$ cat src/rtl/bus_arbiter_if.sv
// bus_arbiter_if: request/grant bundle between the bus sources and the bus arbiter
interface bus_arbiter_if #(parameter int N_SRC = 24);
  logic [N_SRC-1:0] req;
  logic             lock;
  logic [31:0]      grant;
  logic [4:0]       grant_id;
  logic             busy;
  logic             preempt;
  modport master (output req, lock, input grant, grant_id, busy, preempt);
  modport slave (input req, lock, output grant, grant_id, busy, preempt);
endinterface

$ cat src/rtl/bus_arbiter.sv
// bus_arbiter: round-robin owner sequencing of the shared datapath bus with turnaround and hold limit
module bus_arbiter #(
  parameter int N_SRC    = 24,
  parameter int MAX_HOLD = 8,
  parameter int CNT_W    = 8
) (
  input logic          clock,
  input logic          clear,
  bus_arbiter_if.slave bus
);
  typedef enum logic [1:0] {IDLE, OWN, TURN} state_t;
  state_t            state, state_n;
  logic [31:0]       grant_q, grant_n;
  logic [4:0]        id_q, id_n, ptr, ptr_n, sel, idx;
  logic              busy_q, busy_n, pre_q, pre_n, sel_ok, elig;
  logic [CNT_W-1:0]  cnt, cnt_n;
  logic [31:0]       req_w;
  assign req_w        = 32'(bus.req);
  assign bus.grant    = grant_q;
  assign bus.grant_id = id_q;
  assign bus.busy     = busy_q;
  assign bus.preempt  = pre_q;
  // pick the first requester after the pointer; descending scan so the nearest one wins
  always_comb begin
    sel_ok = 1'b0;
    sel    = '0;
    idx    = '0;
    for (int k = N_SRC; k >= 1; k--) begin
      idx = 5'((int'(ptr) + k) % N_SRC);
      if (req_w[idx]) begin
        sel_ok = 1'b1;
        sel    = idx;
      end
    end
  end
  // preemption needs an expired hold, no lock, and a competitor other than the owner
  assign elig = (cnt >= CNT_W'(MAX_HOLD)) && !bus.lock && |(req_w & ~grant_q);
  // next state and next registered outputs
  always_comb begin
    state_n = state;
    grant_n = grant_q;
    id_n    = id_q;
    busy_n  = busy_q;
    pre_n   = 1'b0;
    ptr_n   = ptr;
    cnt_n   = cnt;
    case (state)
      OWN: begin
        if (!req_w[id_q] || elig) begin
          state_n = TURN;
          grant_n = '0;
          id_n    = '0;
          busy_n  = 1'b0;
          cnt_n   = '0;
          pre_n   = req_w[id_q];
        end else begin
          cnt_n = (cnt == '1) ? cnt : cnt + 1'b1;
        end
      end
      IDLE, TURN: begin
        state_n = sel_ok ? OWN : IDLE;
        grant_n = sel_ok ? (32'd1 << sel) : '0;
        id_n    = sel_ok ? sel : '0;
        busy_n  = sel_ok;
        ptr_n   = sel_ok ? sel : ptr;
        cnt_n   = sel_ok ? CNT_W'(1) : '0;
      end
      default: state_n = IDLE;
    endcase
  end
  // state and output registers, cleared asynchronously
  always_ff @(posedge clock or negedge clear) begin
    if (!clear) begin
      state   <= IDLE;
      grant_q <= '0;
      id_q    <= '0;
      busy_q  <= 1'b0;
      pre_q   <= 1'b0;
      ptr     <= 5'(N_SRC - 1);
      cnt     <= '0;
    end else begin
      state   <= state_n;
      grant_q <= grant_n;
      id_q    <= id_n;
      busy_q  <= busy_n;
      pre_q   <= pre_n;
      ptr     <= ptr_n;
      cnt     <= cnt_n;
    end
  end
endmodule
$ cat src/flat_wrapper.sv
// flat-port wrapper written by rule: the top's interface ports become plain ports
module bus_arbiter_flat 
#(
  parameter int N_SRC    = 24,
  parameter int MAX_HOLD = 8,
  parameter int CNT_W    = 8
)
  (clock, clear, bus_req, bus_lock, bus_grant, bus_grant_id, bus_busy, bus_preempt);
  bus_arbiter_if #(.N_SRC(N_SRC)) bus_i ();
  input logic clock;
  input logic clear;
  input wire logic [$bits(bus_i.req)-1:0] bus_req;
  input wire logic [$bits(bus_i.lock)-1:0] bus_lock;
  output wire logic [$bits(bus_i.grant)-1:0] bus_grant;
  output wire logic [$bits(bus_i.grant_id)-1:0] bus_grant_id;
  output wire logic [$bits(bus_i.busy)-1:0] bus_busy;
  output wire logic [$bits(bus_i.preempt)-1:0] bus_preempt;
  assign bus_i.req = bus_req;
  assign bus_i.lock = bus_lock;
  assign bus_grant = bus_i.grant;
  assign bus_grant_id = bus_i.grant_id;
  assign bus_busy = bus_i.busy;
  assign bus_preempt = bus_i.preempt;
  bus_arbiter #(.N_SRC(N_SRC), .MAX_HOLD(MAX_HOLD), .CNT_W(CNT_W)) u_core (.clock(clock), .clear(clear), .bus(bus_i));
endmodule
$ cat config.mk
export PLATFORM = sky130hd
export DESIGN_NAME = bus_arbiter_flat
export DESIGN_NICKNAME = d
export VERILOG_FILES = /design/src/rtl/bus_arbiter_if.sv /design/src/rtl/bus_arbiter.sv /design/src/flat_wrapper.sv
export SDC_FILE = /design/constraint.sdc
export NUM_CORES = 1
export LEC_CHECK = 0
export BUFFER_PORTS_ARGS = -buffer_cell sky130_fd_sc_hd__buf_2
export CAP_MARGIN = 20
export CORE_MARGIN = 1
export CORE_UTILIZATION = 45
export CTS_CLUSTER_DIAMETER = 60
export DETAILED_ROUTE_END_ITERATION = 8
export PLACE_DENSITY = 0.7
export SYNTH_ARGS = -nofsm -noshare
export SYNTH_HDL_FRONTEND = slang
export SYNTH_SLANG_ARGS = --single-unit
$ cat constraint.sdc
create_clock -name clock -period 14.6 [get_ports clock]
set_input_delay 2.19 -clock clock [delete_from_list [all_inputs] [get_ports clock]]
set_output_delay 2.19 -clock clock [all_outputs]
set_load 0.02 [all_outputs]
==> results of run 1 <==
## per-stage QoR
stage                util  cells  setup slack, ps  hold WS (ps)
floorplan               -   1190             8820           533
global placement    0.478   1470             8000           466
detailed placement  0.478   1470             7830           468
CTS                 0.486   1478             7800           490
global route        0.486   1478             7280           495
finish              0.486   1478             7640           490
## cell usage after synthesis (30+ instances only)
master	number
nor2_1	58
xnor2_1	32
o21ai_0	57
dfrtp_1	50
nor3_1	38
mux4_2	30
nor2b_1	30
nand2_1	91
a21oi_1	56
inv_1	69
mux2i_1	44
ha_1	48
## kinds of logic (layout without fill, tap and decap cells)
family	after synthesis	count (layout)	share of synthesized area
AOI/OAI and AO/OA	386	386	0.293
xor gates and xnor gates	42	42	0.0408
adders and majority gates	48	48	0.0618
buffers and inverters	148	161	0.0717
DFF	54	54	0.139
muxes	105	105	0.160
and+or+nand+nor	407	407	0.233
## cell type report
| class | count | share of cell area |
|---|---|---|
| tap | 275 | 0.0335 |
| multi-input combinational | 988 | 0.748 |
| clock inverter | 3 | 0.00476 |
| timing repair buffer | 80 | 0.0427 |
| inverter | 73 | 0.0267 |
| sequential | 54 | 0.132 |
| clock buffer | 5 | 0.0122 |
## routing by layer
metal  global-route usage  up-vias  wire length (um)  part of all wire
met4                0.116        0              1450             0.042
met1                0.432     4900             14500              0.42
met5                    0        -                 0                 0
li1                     -     4641                 -                 -
met3               0.0428       94              3430              0.10
met2                0.478      626             14800              0.43
## state kept, by name (all words and copies together) (netlist names)
| signal | flops |
|---|---|
| u_core.bus.grant | 32 |
| u_core.cnt | 8 |
| u_core.bus.grant_id | 5 |
| u_core.ptr | 5 |
| u_core.state | 2 |
| u_core.bus.busy | 1 |
| u_core.bus.preempt | 1 |
## how the worst max path moves through the flow
stage	cells after the start	slack, ps	end
finish	18	7640	u_core.bus.grant[6]
global route	18	7280	u_core.bus.grant[21]
CTS	18	7800	u_core.bus.grant[6]
detailed placement	18	7830	u_core.bus.grant_id[0]
global placement	18	8000	u_core.bus.grant[18]
floorplan	23	8820	u_core.bus.grant[10]
==> results.md, run 1 <==
* H-tree depth at 2
* Number of synthesized flops with an enable pin at 0
* Footprint of the multi-input gates at 7670 um^2
* CP required at 14820 ps
* CP max stage cell: dfstp_2
* Max Freq at 144 MHz
* Crit path launch type: flop
* Setup bufs post-CTS at 0
* HPWL Detailed at 26.6 mm
* Post-synthesis async set-or-reset flop share at 1.00
* CTS resizes at 0
* Hold Crit Start: u_core.bus.grant[24]
* Setup Skew at 7.96 ps
* Commonest cells after routing, fill and taps aside: nand2_1, inv_1, buf_2, nor2_1, o21ai_0
* Syn_area_per_cell at 8.17 um^2
* Slew Viols, Final at 0
* Crit Reg-Reg Endpoint: u_core.bus.grant[6]
* Nets at 1277
* Longest Clk Path Bufs at 2
* Buffers added on ports at 65
* N_diodes at 0
* Gr usage total at 0.308
* Worst R2R Start: u_core.ptr[1]
* Synthesized netlist net count at 1265
* Final instance area at 10300 um^2
* Area delta synth->final at 5.49%
* TritonRoute pass-1 iters at 5
* Worst path arrival time at 7180 ps
* Most used cell, CP: nor2b_1
* Grt ovf at 0
* #FFs+latches synth at 54
* I/O Pins at 66
* Routed WL at 34.2 mm
* DRC at 0
* Worst Setup End Kind: flop
* Rows at 53
* Initial Utilization at 0.461
* Critical Path Fanout Max at 27
* Cts bufs inserted at 5
* Synth area leader: dfrtp_1
* Antenna violation net count after detailed routing at 0
* Clk root buf: clkbuf_16
* Critical Path Source: u_core.ptr[1]
* Reg area at 1360 um^2
* DRT iter0 DRCs at 1177
* # fillers at 2100
* Die X at 149 um
* Crit Path Category: flop to flop
* Commonest register cell after synthesis: dfrtp_1
* Fin crit period at 6960 ps
* HP Class: flop to flop
* Critical Path Max Stage Delay at 970 ps
* Tcrit/Tclk final at 0.477
* Mean number of vias per cell at 6.94
* GP Congestion at 1.07
* Wire per inst at 23.1 um
* Cells along the critical path: inv_1, ha_1, nor2b_1, or3_1, nand2_1, ha_1, nor2b_1, or3b_2, a31oi_1, a22oi_1, nor2b_1, nor3_1, o21ai_0, a21oi_1, nor4_1, a211o_1, a21oi_1, a32o_1
* Worst Hold End: u_core.bus.grant[24]
* CTS tree: built
* Die H at 149 um
* Unique masters post-synth at 106
* Clock transition at path regs at 70 ps
* Reg2reg setup slack at 7640 ps
* Least-Margin Pin Slew at 1200 ps
* Commonest non-fill, non-tap cell in the layout: nand2_1
* Share of layout cells above drive strength 1 at 0.159
* Initial antenna violation count at 0
* Largest cells by area after synthesis: dfrtp_1, mux4_2, ha_1
* Vias in the first global route at 9344
* Num Clock Sinks at 54
* Final setup violation count at 0
* First-pass GRT wire length at 53.4 mm
* Max_slew headroom at 0.190
* Placed Instance Area at 10100 um^2
* Status: finished, final reports clean
* Hold Vio Cnt, Final at 0
* Die area at 22200 um^2
* Cts hold-fix bufs at 0
* Gate Count Post-Synth at 1190
* Hold depth at 1
* RSZ-0062 raised after global routing: no
* Worst-Skew Late Latency at 290 ps
* R2R depth at 18
* Synth top area share at 0.129
* Largest net degree at the start of global routing at 57
* Critical path's top delay family: simple AND/OR/NAND/NOR gates
* Final TNS setup at 0 ps
* Sequential element share of the synthesized area at 0.139
* Buf+Inv Stages, Crit Path at 1
* Yosys warns at 0
* Mapped Area at 9720 um^2
* # Max-Cap Violations at 0
* Routed vias at 10300
* Core Area at 21100 um^2
Power of run 1 is not shown: default switching activity piles up to over one toggle a cycle in this logic, so the estimate is an artifact.
==> run 2: changes to the inputs <==
PLACE_DENSITY = 0.73   (was 0.7)
clock period = 5.9 ns   (was 14.6 ns; I/O delays follow)
==> run 2 against run 1 <==
Core utilization rose by 1.7 points. Critical path depth is 1 lower. Sequential share of layout area shrank 0.45 points. Cell count up 2.8%. Hold slack lost 7.3 ps. Non-clock buffer count is 42 higher. Die area unchanged. Clock skew about the same. Flip-flop and latch count unchanged. Final area is 3.5% higher. Via count increased by 0.72%.
==> results.md, run 2 (synthesis gave the netlist of run 1 again) <==
* # fillers at 2052
* Placed Instance Area at 10400 um^2
* Wire per inst at 23.6 um
* Commonest non-fill, non-tap cell in the layout: nand2_1
* Core Area at 21100 um^2
* Initial antenna violation count at 0
* Nets at 1319
* # Max-Cap Violations at 0
* Hold Vio Cnt, Final at 0
* Footprint of the multi-input gates at 7710 um^2
* Max_slew headroom at 0.472
* Cts bufs inserted at 5
* Grt ovf at 0
* Longest Clk Path Bufs at 2
* Critical Path Fanout Max at 23
* Rows at 53
* Worst Setup End Kind: flop
* Critical Path Source: u_core.ptr[2]
* Status: finished, final reports clean
* Commonest cells after routing, fill and taps aside: nand2_1, inv_1, buf_2, nor2_1, o21ai_0
* Area delta synth->final at 9.21%
* H-tree depth at 2
* Max reg flops at 32
* Routed vias at 10300
* CP required at 6090 ps
* N_diodes at 0
* Mean number of vias per cell at 6.80
* Cts hold-fix bufs at 0
* Final instance area at 10600 um^2
* Die area at 22200 um^2
* R2R depth at 17
* Slew Viols, Final at 0
* Routed WL at 35.9 mm
* Gr usage total at 0.327
* Die H at 149 um
* TritonRoute pass-1 iters at 7
* Fin crit period at 5560 ps
* Hold Crit Start: u_core.bus.grant[25]
* Reg2reg setup slack at 340 ps
* Largest net degree at the start of global routing at 57
* Crit path launch type: flop
* Num Clock Sinks at 54
* HPWL Detailed at 28.1 mm
* Crit Path Category: flop to flop
* HP Class: flop to flop
* Die X at 149 um
* Share of layout cells above drive strength 1 at 0.192
* Initial Utilization at 0.461
* Buffers added on ports at 65
* Setup bufs post-CTS at 0
* Clock transition at path regs at 80 ps
* Setup Skew at 7.71 ps
* Worst setup endpoint: u_core.ptr[2]
* Worst-Skew Late Latency at 300 ps
* CTS tree: built
* Final Util at 0.504
* Least-Margin Pin Slew at 771 ps
* First-pass GRT wire length at 55.8 mm
* Vias in the first global route at 9541
* Clk root buf: clkbuf_16
* I/O Pins at 66
* Reg area at 1360 um^2
* Tcrit/Tclk final at 0.942
* Worst path arrival time at 5750 ps
* Antenna violation net count after detailed routing at 0
* Max Freq at 180 MHz
* CTS resizes at 0
* Worst R2R Start: u_core.ptr[2]
* GP Congestion at 1.04
* Final setup violation count at 0
* Crit Reg-Reg Endpoint: u_core.ptr[2]
* DRT iter0 DRCs at 998
* DRC at 0
[run 2: critical path, stage by stage (launching register included)]
cell and delay (ps):
dfstp_2 560, buf_4 360, ha_1 500, a21oi_1 240, inv_1 170, ha_1 240, nand2b_1 180, o311a_1 290
a211oi_1 340, mux2_2 250, nor2_1 50, nor2_1 470, o311ai_0 430, o221ai_1 170, o2111ai_1 190, o21ai_0 320
a21bo_2 420, o21ai_0 240
[run 2: area by class of cell]
cell class	count	share of cell area
Multi-Input combinational cell	988	0.726
Sequential cell	54	0.128
Timing Repair Buffer	122	0.0733
Tap cell	275	0.0324
Inverter	73	0.0258
Clock buffer	5	0.0118
Clock inverter	3	0.00271
[run 2: layer usage]
metal  track usage  routed length, um  vias to the layer above
li1              -                  -                     4701
met1         0.461              15200                     4891
met2         0.507              15800                      633
met3        0.0297               3040                      110
met4         0.142               1810                        0
met5             0                  0                        -
[run 2: how the worst min path moves through the flow]
stage | endpoint | slack, ps | cells past startpoint
after floorplan | u_core.bus.preempt | 530 | 3
after global placement | u_core.bus.grant[24] | 460 | 1
after detailed placement | u_core.bus.grant[25] | 470 | 1
after CTS | u_core.bus.grant[24] | 490 | 1
after global routing | u_core.bus.grant[26] | 500 | 1
final | u_core.bus.grant[25] | 480 | 1
[run 2: stage by stage]
stage	hold WS [ps]	setup TNS, ps	instances	setup WS (ps)
floorplan	533	0	1190	120
global placement	463	0	1512	355
detailed placement	465	0	1512	305
CTS	490	0	1520	248
global route	501	-99.5	1520	-45.6
finish	483	0	1520	342
Power of run 2 is left out for the same reason.
